==> config.mk <==
export PLATFORM = sky130hd
export DESIGN_NAME = gf_inverse_seq
export DESIGN_NICKNAME = d
export VERILOG_FILES = /design/src/rtl/gf_inverse_seq.sv
export SDC_FILE = /design/constraint.sdc
export NUM_CORES = 1
export LEC_CHECK = 0
export ABC_AREA = 1
export CAP_MARGIN = 30
export CORE_MARGIN = 2
export CORE_UTILIZATION = 55
export CTS_CLUSTER_DIAMETER = 100
export DETAILED_ROUTE_END_ITERATION = 8
export DONT_BUFFER_PORTS = 1
export GPL_ROUTABILITY_DRIVEN = 0
export PLACE_DENSITY = 0.7
export SETUP_SLACK_MARGIN = 0.15
export SLEW_MARGIN = 20
export SYNTH_ARGS = -nofsm -noshare
export SYNTH_HDL_FRONTEND = slang
export SYNTH_SLANG_ARGS = --single-unit
export TNS_END_PERCENT = 30
==> constraint.sdc <==
create_clock -name CLK -period 2.81 [get_ports CLK]
set_input_delay 0 -clock CLK [delete_from_list [all_inputs] [get_ports CLK]]
set_output_delay 0 -clock CLK [all_outputs]
set_load 0.02 [all_outputs]
==> src/rtl/gf_inverse_seq.sv <==
// gf_inverse_seq: sequential GF(2^M) multiplicative inverter with
// valid/ready handshakes on both sides.
//
// It computes inv(a) = a^(2^M-2) = prod_{k=1..M-1} a^(2^k). Each CALC cycle
// does one square and one multiply, so a result takes M-1 cycles. An input
// of 0 naturally gives OUT = 0.
//
// Optional feature: define GF_INV_DIV_ZERO_EN to add the DIV_ZERO output.
//
// Ports:
//   CLK        in   rising-edge clock
//   RST        in   asynchronous, active-high reset
//   IN         in   operand a (M bits)
//   IN_VALID   in   operand present
//   IN_READY   out  block can accept an operand (combinational decode)
//   OUT        out  a^-1 (M bits, registered)
//   OUT_VALID  out  OUT holds a result (registered)
//   OUT_READY  in   downstream accepts the result
//   DIV_ZERO   out  operand was 0; only with GF_INV_DIV_ZERO_EN
module gf_inverse_seq #(
  parameter int unsigned M    = 4,
  parameter logic [M:0]  POLY = (M+1)'('h13)
) (
  input  logic         CLK,
  input  logic         RST,
  input  logic [M-1:0] IN,
  input  logic         IN_VALID,
  output logic         IN_READY,
  output logic [M-1:0] OUT,
  output logic         OUT_VALID,
  input  logic         OUT_READY
`ifdef GF_INV_DIV_ZERO_EN
  ,
  output logic         DIV_ZERO
`endif
);

  localparam int unsigned CW = $clog2(M);
  localparam logic [CW-1:0] CNT_LAST = CW'(M - 2);

  typedef enum logic [1:0] {IDLE, CALC, DONE} state_t;

  state_t         state_q, state_d;
  logic [M-1:0]   s_q, r_q;
  logic [CW-1:0]  cnt_q;
  logic           accept, last;
  logic [M-1:0]   sq, prod;

  // Shift-and-XOR multiply, reducing by POLY after every shift.
  function automatic logic [M-1:0] gf_mul(input logic [M-1:0] a, input logic [M-1:0] b);
    logic [M-1:0] p;
    logic [M-1:0] x;
    logic [M:0]   t;
    p = '0;
    x = a;
    for (int i = 0; i < int'(M); i++) begin
      if (b[i]) p = p ^ x;
      t = {x, 1'b0};
      if (t[M]) t = t ^ POLY;
      x = t[M-1:0];
    end
    return p;
  endfunction

  assign sq   = gf_mul(s_q, s_q);
  assign prod = gf_mul(r_q, sq);

  // State register.
  always_ff @(posedge CLK or posedge RST) begin
    if (RST) state_q <= IDLE;
    else     state_q <= state_d;
  end

  // Next state and handshake decode.
  always_comb begin
    state_d  = state_q;
    IN_READY = (state_q == IDLE) | ((state_q == DONE) & OUT_READY);
    accept   = IN_VALID & IN_READY;
    last     = (cnt_q == CNT_LAST);
    case (state_q)
      IDLE: if (accept) state_d = CALC;
      CALC: if (last) state_d = DONE;
      DONE: if (OUT_READY) state_d = accept ? CALC : IDLE;
      default: state_d = IDLE;
    endcase
  end

  // Datapath and registered outputs.
  always_ff @(posedge CLK or posedge RST) begin
    if (RST) begin
      s_q       <= '0;
      r_q       <= '0;
      cnt_q     <= '0;
      OUT       <= '0;
      OUT_VALID <= 1'b0;
    end else begin
      if (accept) begin
        s_q   <= IN;
        r_q   <= M'(1);
        cnt_q <= '0;
      end else if (state_q == CALC) begin
        s_q   <= sq;
        r_q   <= prod;
        cnt_q <= cnt_q + CW'(1);
        if (last) OUT <= prod;
      end
      OUT_VALID <= (state_d == DONE);
    end
  end

`ifdef GF_INV_DIV_ZERO_EN
  // Zero-operand flag travels with the result.
  always_ff @(posedge CLK or posedge RST) begin
    if (RST)         DIV_ZERO <= 1'b0;
    else if (accept) DIV_ZERO <= (IN == '0);
  end
`endif

endmodule

==> results.toml <==
[status]
status = "complete, no violations"

[global_routing]
grt_usage_pct = 22.8
grt_overflow = 0
antenna_found_initial = 0
grt_pass1_wl_mm = 4.42
grt_max_degree = 18
grt_pass1_vias = 1063

[routing]
route.detailed.drc = 0
wl_per_cell_um = 11.7
via_count = 1172
avgViaCountPerCell = 5.19
firstDrtPassIters = 4
finalWirelength_mm = 2.65
drt_iter0_drc = 31
drtAntennaViolNets = 0

[die]
start_util_pct = 57.7
die_width_um = 52.0
core-area_um2 = 2190
ios = 14
row_count = 17
fp.dieH_um = 52.0
dieArea_um2 = 2700

[clock_network]
cts.sinks = 17
root_buffer = "clkbuf_4"
htree_levels = 1
cts-buffers-inserted = 3
cts_tree = "yes"
clkTransAtPathRegs_ps = 100
clock_path_buffers = 2
clk_latency_ps = 300

[critical_path]
crit_arrival_ps = 2170
cpMostUsedCell = "nand2_1"
endpoint_kind = "register"
path_max_fanout = 9
crit_slowest_cell = "dfrtp_1"
critPathMaxStageDelay_ps = 490
cp-start-kind = "register"
cp_cell_sequence = "ha_1 -> inv_1 -> nand2_1 -> nand2_1 -> nand3_1 -> nand2_1 -> nor2_1 -> nand3_1 -> nand3_1 -> nand2_1"
worstPathRequired_ps = 3000
cpLargestDelayFamily = "simple AND/OR/NAND/NOR gates"
cp.buffers_inverters = 1
crit_type = "reg -> reg"

[sta]
setup_tns_ps = 0
worst_slew_pin_slew_ps = 629
setup_viol = 0
rsz0062_at_grt = "no"
drv_slew = 0
finalCriticalPeriod_ps = 1970
hold_viol_final = 0
period_share_pct = 70.2
fmax_mhz = 507
finClkSkew_ps = 5.60
slew_headroom_pct = 58.0

[layout]
nets = 211
area_growth_pct = 9.59
layout_common_cells = "nand2_1, inv_1, nand3_1, dfrtp_1"
n_antenna_cell = 0
drive_gt1_share_pct = 9.60
layout_commonest_cell = "nand2_1"

[logic_synthesis]
ys_seq_area_share_pct = 33.6
ys_seq_elements = 17
ys_types = 21
yosys_warnings = 0
netlist_area_um2 = 1260
syn_area_per_cell_um2 = 6.69
syn_nets = 201
syn_inst = 189

[min_path]
hold_path.class = "in -> async"

[placed_design]
numPortBuffers = 0
dp_hpwl_mm = 1.98

[flow_run]
drv_cap = 0
-- path summary, 6_finish.rpt --
path                            end  startpoint  cells past startpoint  slack (ps)
setup / recovery             OUT[1]      s_q[3]                     10         840
hold / removal             cnt_q[1]         RST                      2         210
setup reg to reg             OUT[1]      s_q[3]                     10         840
hold reg to reg            cnt_q[1]    cnt_q[1]                      2         510
max in group asynchronous    r_q[2]         RST                      2        2190
min in group CLK             s_q[1]       IN[1]                      3         370
-- Yosys cell counts (all sizes together) --
master  instances  area [um2]
xor2            4        35.0
nand4           3        18.8
nand2          78         310
nor2           10        62.6
inv            35         131
a22oi           1        7.51
o21ai           4        20.0
o221ai          2        17.5
xnor2           1        8.76
dfrtp          17         425
ha              4        50.1
o211ai          2        15.0
buf             2        10.0
a21oi           1        5.00
nand3          25         148
-- cell type report --
type | count | area (um2)
flip-flops and latches | 17 | 425
clock buffers | 4 | 26.3
multi-input cells | 135 | 698
fillers | 195 | 805
inverters | 35 | 131
well taps | 28 | 35.0
repair buffers | 7 | 70.1
-- through the flow --
step | setup WS, ps | hold slack [ps] | instance area (um2) | cells | util [%]
2_1_floorplan | 1110 | -73.9 | 1260 | 189 | -
3_3_place_gp | 959 | 0.393 | 1290 | 215 | 58.9
3_5_place_dp | 899 | 5.21 | 1290 | 215 | 58.9
4_1_cts | 869 | 222 | 1390 | 226 | 63.3
5_1_grt | 641 | 276 | 1390 | 226 | 63.3
6_report | 837 | 205 | 1390 | 226 | 63.3
-- layer usage --
metal / vias to the layer above / wire, um / GRT usage (%)
met5: - / 0 / 0
met4: 0 / 58 / 12.3
met3: 5 / 106 / 3.45
met2: 34 / 1250 / 37.6
met1: 529 / 1230 / 28.4
li1: 604 / - / -
-- sequential cells by signal (all words and copies together), names as in the netlist --
name	flops
OUT_VALID	1
s_q	4
state_q	2
r_q	4
OUT	4
cnt_q	2
-- kinds of logic after synthesis --
family,synth area share [%]
and+or+nand+nor,42.6
buffers and inverters,11.2
DFF,33.6
AOI/OAI and AO/OA,5.14
xor gates and xnor gates,3.46
adders and majority gates,3.96
-- worst register-to-register path, cell delays in order (launching register included) --
cell	delay, ps
dfrtp_1	490
ha_1	420
inv_1	80
nand2_1	70
nand2_1	60
nand3_1	160
nand2_1	140
nor2_1	140
nand3_1	140
nand3_1	110
nand2_1	60
-- repair_timing --
item	4_1_cts	5_1_grt
gates resized for setup	0	0
hold buffers	7	0
hold endpoints to repair	24	0
setup buffers	0	0
Power is not shown: default switching activity piles up to over one toggle a cycle in this logic, so the estimate is an artifact.
